<file path="src/rtl/seg7_pkg.sv">
// ----------------------------------------------------------------------------
// seg7_pkg
// Shared definitions for the 4-digit seven-segment scan driver:
//   state_t   - scan FSM states (WAIT, BLANK, DRIVE)
//   N_DIGITS  - number of multiplexed digits
//   SEG_OFF   - all segments dark (active-low), {g,f,e,d,c,b,a}
//   AN_OFF    - all anodes off (active-low)
//   HEX_FONT  - active-low segment patterns for hex digits 0..F
// ----------------------------------------------------------------------------
package seg7_pkg;

   typedef enum logic [1:0] {
      WAIT  = 2'd0,
      BLANK = 2'd1,
      DRIVE = 2'd2
   } state_t;

   localparam int         N_DIGITS = 4;
   localparam logic [6:0] SEG_OFF  = 7'h7F;
   localparam logic [3:0] AN_OFF   = 4'hF;

   // Index 0 is the leftmost element of the concatenation.
   localparam logic [0:15][6:0] HEX_FONT = {
      7'h40, 7'h79, 7'h24, 7'h30,   // 0 1 2 3
      7'h19, 7'h12, 7'h02, 7'h78,   // 4 5 6 7
      7'h00, 7'h10, 7'h08, 7'h03,   // 8 9 A b
      7'h46, 7'h21, 7'h06, 7'h0E    // C d E F
   };

endpackage

</file>
<file path="src/rtl/seg7_hex_decode.sv">
// ----------------------------------------------------------------------------
// seg7_hex_decode
// Combinational nibble -> active-low seven-segment lookup.
// Ports:
//   nibble  in  4  hex value to display
//   blank   in  1  force all segments dark
//   seg     out 7  {g,f,e,d,c,b,a}, active-low
// ----------------------------------------------------------------------------
module seg7_hex_decode
   import seg7_pkg::*;
(
   input  logic [3:0] nibble,
   input  logic       blank,
   output logic [6:0] seg
);

   assign seg = blank ? SEG_OFF : HEX_FONT[nibble];

endmodule

</file>
<file path="src/rtl/seg7_scan_display.sv">
// ----------------------------------------------------------------------------
// seg7_scan_display
// Time-multiplexed driver for a 4-digit common-anode seven-segment display.
// Each refresh tick blanks all anodes for BLANK_CYCLES clocks (anti-ghosting)
// and then drives the next digit. New values arrive over a valid/ready
// handshake into a pending buffer and are promoted to the displayed (active)
// buffer only at frame boundaries, so a frame never mixes two values.
//
// Parameters:
//   BLANK_CYCLES  blank clocks before each digit, 1..255, < tick period
// Ports:
//   clk           in  1   system clock
//   rst_n         in  1   asynchronous active-low reset
//   refresh_tick  in  1   single-cycle scan-advance pulse
//   value_in      in  16  four hex nibbles, [3:0] = rightmost digit 0
//   dp_in         in  4   decimal-point request per digit
//   value_valid   in  1   producer offers value_in/dp_in
//   value_ready   out 1   pending buffer empty (registered)
//   an            out 4   anodes, active-low
//   seg           out 7   {g,f,e,d,c,b,a}, active-low
//   dp            out 1   decimal point, active-low
//   frame_done    out 1   one-cycle pulse at each frame boundary
//
// Build option:
//   LEADING_ZERO_BLANK_EN - when defined, digits 3..1 go dark while they and
//   every higher nibble are zero; anodes and dp keep scanning normally.
// ----------------------------------------------------------------------------
module seg7_scan_display
   import seg7_pkg::*;
#(
   parameter int unsigned BLANK_CYCLES = 16
)(
   input  logic        clk,
   input  logic        rst_n,
   input  logic        refresh_tick,
   input  logic [15:0] value_in,
   input  logic [3:0]  dp_in,
   input  logic        value_valid,
   output logic        value_ready,
   output logic [3:0]  an,
   output logic [6:0]  seg,
   output logic        dp,
   output logic        frame_done
);

   localparam logic [7:0] BLANK_LOAD = 8'(BLANK_CYCLES - 1);

   state_t      state_q, state_d;
   logic [1:0]  idx_q, idx_d;
   logic [7:0]  blank_cnt_q, blank_cnt_d;
   logic [15:0] active_val_q, active_val_d;
   logic [3:0]  active_dp_q, active_dp_d;
   logic [15:0] pend_val_q, pend_val_d;
   logic [3:0]  pend_dp_q, pend_dp_d;
   logic        pend_full_q, pend_full_d;
   logic        value_ready_q, value_ready_d;
   logic        frame_done_q, frame_done_d;
   logic [3:0]  an_q, an_d;
   logic [6:0]  seg_q, seg_d;
   logic        dp_q, dp_d;

   logic        boundary;
   logic        accept;
   logic [3:0]  nib_sel;
   logic        lz_blank;
   logic [6:0]  dec_seg;

   // Scan FSM, buffers and handshake
   always_comb begin
      state_d      = state_q;
      idx_d        = idx_q;
      blank_cnt_d  = blank_cnt_q;
      active_val_d = active_val_q;
      active_dp_d  = active_dp_q;
      pend_val_d   = pend_val_q;
      pend_dp_d    = pend_dp_q;
      pend_full_d  = pend_full_q;
      boundary     = 1'b0;
      accept       = value_valid && value_ready_q;

      case (state_q)
         WAIT: begin
            if (refresh_tick) begin
               state_d     = BLANK;
               idx_d       = 2'd0;
               blank_cnt_d = BLANK_LOAD;
               boundary    = 1'b1;
            end
         end
         BLANK: begin
            // Ticks are ignored here; only the counter moves the FSM on.
            if (blank_cnt_q == 8'd0) begin
               state_d = DRIVE;
            end else begin
               blank_cnt_d = blank_cnt_q - 8'd1;
            end
         end
         DRIVE: begin
            if (refresh_tick) begin
               state_d     = BLANK;
               idx_d       = idx_q + 2'd1;
               blank_cnt_d = BLANK_LOAD;
               boundary    = (idx_q == 2'd3);
            end
         end
         default: begin
            state_d = WAIT;
         end
      endcase

      // Promotion and acceptance never fight over pending: acceptance needs
      // pending empty, promotion needs it full. A same-cycle accept therefore
      // lands in pending and waits for the next boundary.
      if (boundary && pend_full_q) begin
         active_val_d = pend_val_q;
         active_dp_d  = pend_dp_q;
         pend_full_d  = 1'b0;
      end
      if (accept) begin
         pend_val_d  = value_in;
         pend_dp_d   = dp_in;
         pend_full_d = 1'b1;
      end
   end

   assign frame_done_d  = boundary;
   assign value_ready_d = !pend_full_d;

   // Outputs are registered, so they are computed from next-state values.
   assign nib_sel = active_val_d[{idx_d, 2'b00} +: 4];

`ifdef LEADING_ZERO_BLANK_EN
   logic [3:0] zero_from;
   always_comb begin
      zero_from[3] = (active_val_d[15:12] == 4'h0);
      zero_from[2] = zero_from[3] && (active_val_d[11:8] == 4'h0);
      zero_from[1] = zero_from[2] && (active_val_d[7:4] == 4'h0);
      zero_from[0] = 1'b0;  // rightmost digit is always shown
   end
   assign lz_blank = zero_from[idx_d];
`else
   assign lz_blank = 1'b0;
`endif

   seg7_hex_decode u_dec (
      .nibble (nib_sel),
      .blank  (lz_blank),
      .seg    (dec_seg)
   );

   always_comb begin
      an_d  = AN_OFF;
      seg_d = SEG_OFF;
      dp_d  = 1'b1;
      if (state_d == DRIVE) begin
         an_d[idx_d] = 1'b0;
         seg_d       = dec_seg;
         dp_d        = ~active_dp_d[idx_d];
      end
   end

   always_ff @(posedge clk or negedge rst_n) begin
      if (!rst_n) begin
         state_q       <= WAIT;
         idx_q         <= 2'd0;
         blank_cnt_q   <= 8'd0;
         active_val_q  <= 16'h0000;
         active_dp_q   <= 4'h0;
         pend_val_q    <= 16'h0000;
         pend_dp_q     <= 4'h0;
         pend_full_q   <= 1'b0;
         value_ready_q <= 1'b1;
         frame_done_q  <= 1'b0;
         an_q          <= AN_OFF;
         seg_q         <= SEG_OFF;
         dp_q          <= 1'b1;
      end else begin
         state_q       <= state_d;
         idx_q         <= idx_d;
         blank_cnt_q   <= blank_cnt_d;
         active_val_q  <= active_val_d;
         active_dp_q   <= active_dp_d;
         pend_val_q    <= pend_val_d;
         pend_dp_q     <= pend_dp_d;
         pend_full_q   <= pend_full_d;
         value_ready_q <= value_ready_d;
         frame_done_q  <= frame_done_d;
         an_q          <= an_d;
         seg_q         <= seg_d;
         dp_q          <= dp_d;
      end
   end

   assign value_ready = value_ready_q;
   assign frame_done  = frame_done_q;
   assign an          = an_q;
   assign seg         = seg_q;
   assign dp          = dp_q;

endmodule

</file>
<file path="config.mk">
export PLATFORM = sky130hd
export DESIGN_NAME = seg7_scan_display
export DESIGN_NICKNAME = d
export VERILOG_FILES = /design/src/rtl/seg7_pkg.sv /design/src/rtl/seg7_hex_decode.sv /design/src/rtl/seg7_scan_display.sv
export SDC_FILE = /design/constraint.sdc
export NUM_CORES = 1
export LEC_CHECK = 0
export CAP_MARGIN = 20
export CORE_MARGIN = 4
export CORE_UTILIZATION = 55
export CTS_CLUSTER_DIAMETER = 50
export DETAILED_ROUTE_END_ITERATION = 6
export PLACE_DENSITY = 0.78
export SETUP_SLACK_MARGIN = 0.02
export SLEW_MARGIN = 20
export SYNTH_ARGS = -nofsm -noshare
export SYNTH_HDL_FRONTEND = slang
export SYNTH_SLANG_ARGS = --single-unit
export TNS_END_PERCENT = 100
</file>
<file path="constraint.sdc">
create_clock -name clk -period 5.3 [get_ports clk]
set_input_delay 1.06 -clock clk [delete_from_list [all_inputs] [get_ports clk]]
set_output_delay 1.06 -clock clk [all_outputs]
set_load 0.02 [all_outputs]
</file>
==> flow_results.org, run 1 <==
** Global route
- Total GRT Usage :: 17.9%
- The first global-routing pass estimated 9740 um of wire.
- Total congestion overflow :: 0
- Initial antenna violation count :: 0
- Number of global-route vias before repair :: 2,043
- Largest net degree at the start of global routing :: 68

** Clocking
- H-tree level count :: 3
- After clock tree synthesis, the clock-pin slew on the worst setup and hold paths is 0.07 ns.
- CTS sink cnt :: 67
- TritonCTS built the clock tree.
- Buffers added to address setup during post-CTS repair amount to 0.
- Once the clock tree was built, the resizer swapped 0 gates to a different size.
- Clock tree synthesis selected as its root buffer the cell clkbuf_8.
- Hold_buf cts :: 0
- Buffers inserted during clock tree synthesis total 9.
- Maximum clock insertion buffer count :: 2
- The later pin in the worst-skew pair is clocked with a latency of 0.35 ns.

** Logic synthesis
- During synthesis, Yosys emitted a total of 0 warnings.
- A synthesized cell averages 12.2 sq um.
- By area the synthesized netlist is led by dfrtp_1, mux2_2, dfstp_2, ha_1, inv_1.
- Synthesis handed over a netlist of 255 instances.
- Proportion of netlist area held by the largest area contributor :: 43.5%
- The synthesized netlist occupies a cell area of 0.00310 sq mm.
- Flip-flop and latch count after synthesis :: 67
- Among all flip-flop cells after synthesis, the most frequent one is dfrtp_1.
- Post-synthesis net count :: 289
- Counting flops with an async set or reset pin after synthesis yields a share of 100%.
- Summing the sequential cell areas from Yosys gives 54.6% of the chip area.
- Number of enable flip-flop cells after synthesis :: 0
- Count of different cell masters after synthesis :: 48
- Summed over all instances, the cell type with the most area after synthesis is dfrtp_1.

** Floorplanning
- X dimension of the die :: 83.1 um
- The initial utilization of the core area, before any placement, comes to 56.7%.
- DIE HEIGHT :: 83.1 um
- Total Die Area :: 0.00691 sq mm
- In this run the core area contains 27 standard-cell rows.
- Core footprint :: 0.00547 sq mm
- IO Count :: 38

** Layout
- The number of antenna diodes in the final layout is 0.
- Number of fillers in the final layout :: 423
- Cells fill 68.0% of the core in the end.
- In the final design database the tool counted 326 nets.
- Compared with the post-synthesis result, the final layout area differs by 20.0%.
- Of the cells placed in the final design, the portion with a size suffix greater than 1 is 25.6%.

** Pwr
- Cell Pwr Density :: 578 mW/mm^2
- Of the total power, registers draw 38.0%.
- Leakage power :: 1.61 nW
- The internal power of the cells totals 1.37 mW.
- Summed over all nets, the switching power comes to 0.779 mW.
- The clock network accounts for 22.0% of the total power.
- Sw frac :: 36.2%
- Largest voltage drop on the vdd net :: 0.000319 V
- Combinational cells account for 39.9% of the total power.

** Timing
- Shortest clock period the worst path allows after layout :: 3.96 ns
- Hold Fails Final Rpt :: 0
- Setup violations remaining at the end of the flow were counted as 0.
- For the pin with the worst max-slew slack, the measured transition is 0.996 ns.
- In this run the tightest slew margin relative to its limit is 33.6%.
- Setup skew after layout :: 0.00880 ns
- The final critical path takes up 74.7% of the cycle.
- Final worst setup slack :: 1.34 ns
- Summed negative setup slack over all endpoints :: 0 ns
- Timing would allow up to 253 MHz.
- RSZ-0062 raised after global routing :: false
- Max-slew violation count :: 0

** Job
- Max Cap Violations :: 0

** Route
- Detailed routing inserted a total of 2,045 vias.
- After detailed routing, the number of remaining DRC violations is 0.
- Average routed wire per standard cell :: 15.7 um
- Number of iterations in the first detailed-routing pass :: 4
- Final wirelength :: 5790 um
- In this run, the number of DRC markers left after iteration 0 of detailed routing was 110.
- Count of nets left with antenna violations after detail routing :: 0
- Using the TritonRoute via totals, the vias-per-cell ratio works out to 5.54.

** Critical path
- CP top delay family :: simple AND/OR/NAND/NOR gates
- In this run the critical register-to-register path is launched from idx_q[0].
- Following the worst setup path forward leads to its endpoint at seg[0].
- Traced cell by cell, the critical path runs through clkdlybuf4s50_1 -> inv_1 -> ha_1 -> and2_1 -> o31a_1 -> clkinv_1 -> o2111ai_1 -> nand4_1 -> or2_1 -> a21oi_1 -> o21ai_1.
- In this run the critical register-to-register path is captured at seg[3].
- By startpoint and endpoint, the worst setup path is classified as primary input to flip-flop.
- The largest single stage delay on the critical path is 0.56 ns.
- At the worst endpoint, the required time is 5.54 ns.
- The critical path crosses 11 cells after its start point.
- Of all nets on the critical path, the largest fanout is 12.
- Crit path capture type :: flip-flop
- WP data arrival :: 4.19 ns
- In this run the worst setup path begins at refresh_tick.
- The number of buffers and inverters on the critical path is 3.
- The slowest stage of the critical path is the clkdlybuf4s50_1 cell.
- Flop-to-flop setup slack :: 2.17 ns
- Counting cells, the worst reg-to-reg path comes to 12.
- Category of the worst setup path launch point :: primary input

** Place
- Timing analysis after detailed placement gives a worst setup slack of 0.995 ns.
- Count of buffers inserted at the top-level ports :: 37
- HPWL after DPL :: 3840 um
- Final weighted congestion of routability-driven global placement :: 0.833

** Worst hold path
- Type of the tightest min-delay check :: flip-flop to flip-flop

** Status
- Run status :: complete, no violations
-- worst min-delay path by stage --
stage | endpoint | depth (start not counted) | from
finish | blank_cnt_q[0] | 1 | blank_cnt_q[0]
CTS | blank_cnt_q[0] | 1 | blank_cnt_q[0]
global placement | blank_cnt_q[0] | 1 | blank_cnt_q[0]
detailed placement | blank_cnt_q[0] | 1 | blank_cnt_q[0]
floorplan | blank_cnt_q[0] | 1 | blank_cnt_q[0]
global route | blank_cnt_q[0] | 1 | blank_cnt_q[0]
-- cells in the mapped netlist, drive strengths merged (4+ instances only) --
library cell,n
ha,10
o2111ai,8
nand3,8
nand2b,4
mux2i,5
nor2,13
o21ai,15
o31ai,8
buf,7
nand2,10
dfrtp,54
a21oi,5
mux2,36
dfstp,13
inv,19
clkbuf,6
-- layout make-up --
class / instances / area, sq um / area share [%]
well taps: 72 / 90.1 / 2.42
inverters: 20 / 75.1 / 2.02
clock buffers: 9 / 124 / 3.33
clock inverters: 7 / 100 / 2.69
repair buffers: 39 / 380 / 10.2
flip-flops and latches: 67 / 1690 / 45.5
multi-input cells: 155 / 1260 / 33.9
-- power by group through the flow --
| stage | sequential [mW] | combinational, mW | clock, mW |
|---|---|---|---|
| floorplan | 0.810 | 0.671 | 0 |
| global placement | 0.817 | 0.824 | 0 |
| detailed placement | 0.826 | 0.853 | 0 |
| CTS | 0.819 | 0.865 | 0.485 |
| global route | 0.841 | 0.956 | 0.506 |
| finish | 0.818 | 0.859 | 0.474 |
-- cell families (layout without fill, tap and decap cells) --
kind of cell / count (synthesis) / count (layout) / share of synthesized area (%)
flip-flops: 67 / 67 / 54.6
XOR/XNOR: 5 / 5 / 1.41
adder cells (fa/ha/maj): 10 / 10 / 4.03
AO/OA/AOI/OAI: 46 / 46 / 10.3
buffers and inverters: 33 / 75 / 4.80
AND/OR/NAND/NOR: 52 / 52 / 8.87
multiplexers: 42 / 42 / 16.0
-- stage by stage --
step	cells	hold slack (ns)	power [mW]	area (sq um)
finish	369	0.484	2.15	3720
global route	369	0.499	2.30	3720
global placement	353	0.457	1.64	3500
floorplan	255	0.440	1.48	3100
detailed placement	353	0.484	1.68	3500
CTS	369	0.494	2.17	3720
-- per-layer routing --
layer  vias to the layer above  track usage (%)  share of wire [%]
li1                        975                -                  -
met1                       998             22.8                 44
met2                        59             26.8                 48
met3                        13             6.65                5.9
met4                         0             9.21                2.6
met5                         -                0                  0
-- sequential cells by signal, indices dropped and copies added (netlist names) --
| name | count |
|---|---|
| value_ready | 1 |
| pend_val_q | 16 |
| seg | 7 |
| frame_done | 1 |
| state_q | 2 |
| active_dp_q | 4 |
| dp | 1 |
| blank_cnt_q | 8 |
| idx_q | 2 |
| pend_dp_q | 4 |
| pend_full_q | 1 |
| an | 4 |
| active_val_q | 16 |
-- cells in the final DEF (no fill, tap or decap), drive strengths merged, types with 9 or more instances in the layout --
cell type and count:
dfrtp 54, clkbuf 9, nand2 10, ha 10, o21ai 15, clkdlybuf4s50 36
nor2 13, dfstp 13, inv 21, mux2 36
Note: power is estimated with default switching activity, not from simulation.
==> run 2: changes to the inputs <==
- CORE_UTILIZATION: 55 -> 50
- PLACE_DENSITY: 0.78 -> 0.75
- clock period: 5.3 -> 3.3 ns (I/O delays scaled with it)
==> flow_results.org, run 2 (synthesis results as in run 1) <==
** Floorplanning
- Initial core utilization :: 52.1% (was 56.7%)
- X dimension of the die :: 86.8 um (was 83.1 um)
- Core footprint :: 0.00596 sq mm (was 0.00547 sq mm)
- DIE HEIGHT :: 86.8 um (was 83.1 um)
- IO Count :: 38 (unchanged)
- The number of placement rows is 28 (was 27).
- Total Die Area :: 0.00753 sq mm (was 0.00691 sq mm)

** Global route
- The first-pass GRT wire length came to 10,300 um (was 9740 um).
- Largest net degree at the start of global routing :: 68 (unchanged)
- Initial antenna violation count :: 0 (unchanged)
- Number of global-route vias before repair :: 2,224 (was 2,043)
- Total congestion overflow :: 0 (unchanged)
- The overall track demand over capacity in global routing was 17.9% (about the same).

** Layout
- The net count of the finished layout is 347 (was 326).
- Registers with the most flip-flops: active_val_q: 16 flops, pend_val_q: 16 flops, blank_cnt_q: 8 flops (unchanged).
- Area Overhead vs Synth :: 25.0% (was 20.0%)
- Most common library cell in the layout ignoring fill and taps :: dfrtp_1 (unchanged)
- Share of post-route cells with drive strength above 1 :: 30.2% (was 25.6%)
- The post-layout instance area was 0.00388 sq mm (was 0.00372 sq mm).
- Most used cells in the layout excluding fill and tap cells :: dfrtp_1, clkdlybuf4s50_1, mux2_2, buf_4, inv_1 (was dfrtp_1, clkdlybuf4s50_1, mux2_2, inv_1)
- Number of antenna cells inserted :: 0 (unchanged)

** Route
- The detailed-routing iteration count for the pre-antenna-repair pass is 4 (unchanged).
- The number of DRC markers after the initial detailed-route iteration is 106 (was 110).
- The DRC violations left is 0 (unchanged).
- The post-detailed-route wirelength per cell was 14.6 um (was 15.7 um).
- The count of antenna-violating nets left after detailed routing is 0 (unchanged).
- The via density per instance is 5.31 (was 5.54).
- The aggregate routed wire length came to 5750 um (was 5790 um).
- Via total after detailed routing :: 2,087 (was 2,045)

** Clocking
- The number of buffers between clock root and the deepest sink is 2 (unchanged).
- The register clock-pin slew on the reported worst setup and hold paths is 0.07 ns (about the same).
- Root buffer cell :: clkbuf_8 (unchanged)
- The H-tree depth reported by CTS was 3 (unchanged).
- Hold_buf cts :: 0 (unchanged)
- The number of buffers created by CTS came to 9 (unchanged).
- TritonCTS clock tree :: built (unchanged)
- Clock insertion delay at the later pin of the skew report :: 0.35 ns (about the same)
- Post-CTS setup repair buffer count :: 0 (unchanged)
- The number of gates given a new drive strength after cts was 0 (unchanged).
- The TritonCTS sink count is 67 (unchanged).

** Place
- HPWL after DPL :: 4070 um (was 3840 um)
- The global placer's final weighted congestion came to 0.781 (was 0.833).
- Count of buffers inserted at the top-level ports :: 37 (unchanged)
- DP Area :: 0.00366 sq mm (was 0.00350 sq mm)

** Pwr
- Cell Pwr Density :: 933 mW/mm^2 (was 578 mW/mm^2)
- The maximum resistive drop on vdd is 0.000489 V (was 0.000319 V).
- Leakage power :: 1.71 nW (was 1.61 nW)

** Critical path
- Largest fanout on the critical path :: 7 (was 12)
- Category of the worst setup path launch point :: primary input (unchanged)
- WP data arrival :: 3.27 ns (was 4.19 ns)
- Required time worst endpoint :: 3.57 ns (was 5.54 ns)
- The type of the setup path with the least slack was primary input to flip-flop (unchanged).
- The startpoint of the most critical register-to-register path is idx_q[0] (unchanged).
- Worst R2R End :: seg[3] (unchanged)
- The type of element capturing the critical path was a flip-flop (unchanged).
- The worst reg2reg path depth was 11 (was 12).
- Flop-to-flop setup slack :: 0.73 ns (was 2.17 ns)

** Timing
- Tightest Pin Transition :: 0.825 ns (was 0.996 ns)
- Max-slew violation count :: 0 (unchanged)
- Final-report setup violation count :: 0 (unchanged)
- Final worst-path cycle share :: 90.9%
- RSZ-0062 raised after global routing :: false (unchanged)
- Shortest clock period the worst path allows after layout :: 3.00 ns
- Maximum frequency from static timing analysis :: 333 MHz
- The final clock skew was 0.0108 ns (was 0.00880 ns).
- Hold Fails Final Rpt :: 0 (unchanged)
- Rel. slew slack :: 44.9% (was 33.6%)
- Summed negative setup slack over all endpoints :: 0 ns (unchanged)

** Worst hold path
- The number of cells traversed by the worst hold path was 1 (unchanged).
- The type of the worst min-delay path was flip-flop to flip-flop (unchanged).
- The end point of the worst hold path was blank_cnt_q[0] (unchanged).
- Start point of the worst hold path :: blank_cnt_q[0] (unchanged)

** Status
- Run status: complete, no violations (unchanged).

** Job
- The number of max-capacitance violations reported came to 0 (unchanged).
==> run 2: cell type report <==
type / count / area [sq um]
Fill cell: 455 / 2080
Timing Repair Buffer: 60 / 538
Clock buffer: 10 / 128
Sequential cell: 67 / 1690
Tap cell: 75 / 93.8
Clock inverter: 6 / 90.1
Multi-Input combinational cell: 155 / 1260
Inverter: 20 / 75.1
==> run 2: per-layer routing <==
| metal | wire length (um) | global-route usage [%] | vias up |
|---|---|---|---|
| met1 | 2530 | 22.2 | 1027 |
| li1 | - | - | 1016 |
| met3 | 291 | 5.99 | 6 |
| met5 | 0 | 0 | - |
| met4 | 78 | 7.22 | 0 |
| met2 | 2840 | 28.7 | 38 |
==> run 2: per-stage QoR <==
| step | power [mW] | worst slack, ns | hold WS, ns | std cells | util (%) |
|---|---|---|---|---|---|
| after detailed placement | 2.89 | -0.0136 | 0.463 | 377 | 61.5 |
| after floorplan | 2.38 | 0.500 | 0.364 | 255 | - |
| after global placement | 2.82 | 0.0371 | 0.458 | 377 | 61.5 |
| final | 3.62 | 0.300 | 0.469 | 393 | 65.1 |
| after global routing | 3.91 | 0.138 | 0.501 | 393 | 65.1 |
| after CTS | 3.65 | 0.348 | 0.471 | 393 | 65.1 |
==> run 2: power breakdown <==
group	total [mW]	internal, mW	switching, mW
Clock	0.738	0.428	0.310
Combinational	1.57	0.776	0.790
Sequential	1.31	1.16	0.158
Total	3.62	2.36	1.26
==> run 2: worst max path at each step <==
stage	depth (start not counted)	to	slack (ns)	start
final	11	seg[0]	0.30	refresh_tick
after global routing	11	seg[5]	0.14	refresh_tick
after floorplan	11	seg[3]	0.50	refresh_tick
after detailed placement	11	seg[0]	-0.01	refresh_tick
after CTS	11	seg[0]	0.35	refresh_tick
after global placement	12	seg[4]	0.04	refresh_tick
==> run 2: worst max-delay path, stage by stage <==
cell	delay [ns]
clkdlybuf4s50_1	0.57
inv_1	0.07
ha_1	0.27
and2_1	0.11
o31a_1	0.21
clkinv_1	0.26
o2111ai_1	0.18
nand4_1	0.33
or2_1	0.37
a21oi_1	0.15
o21ai_1	0.08
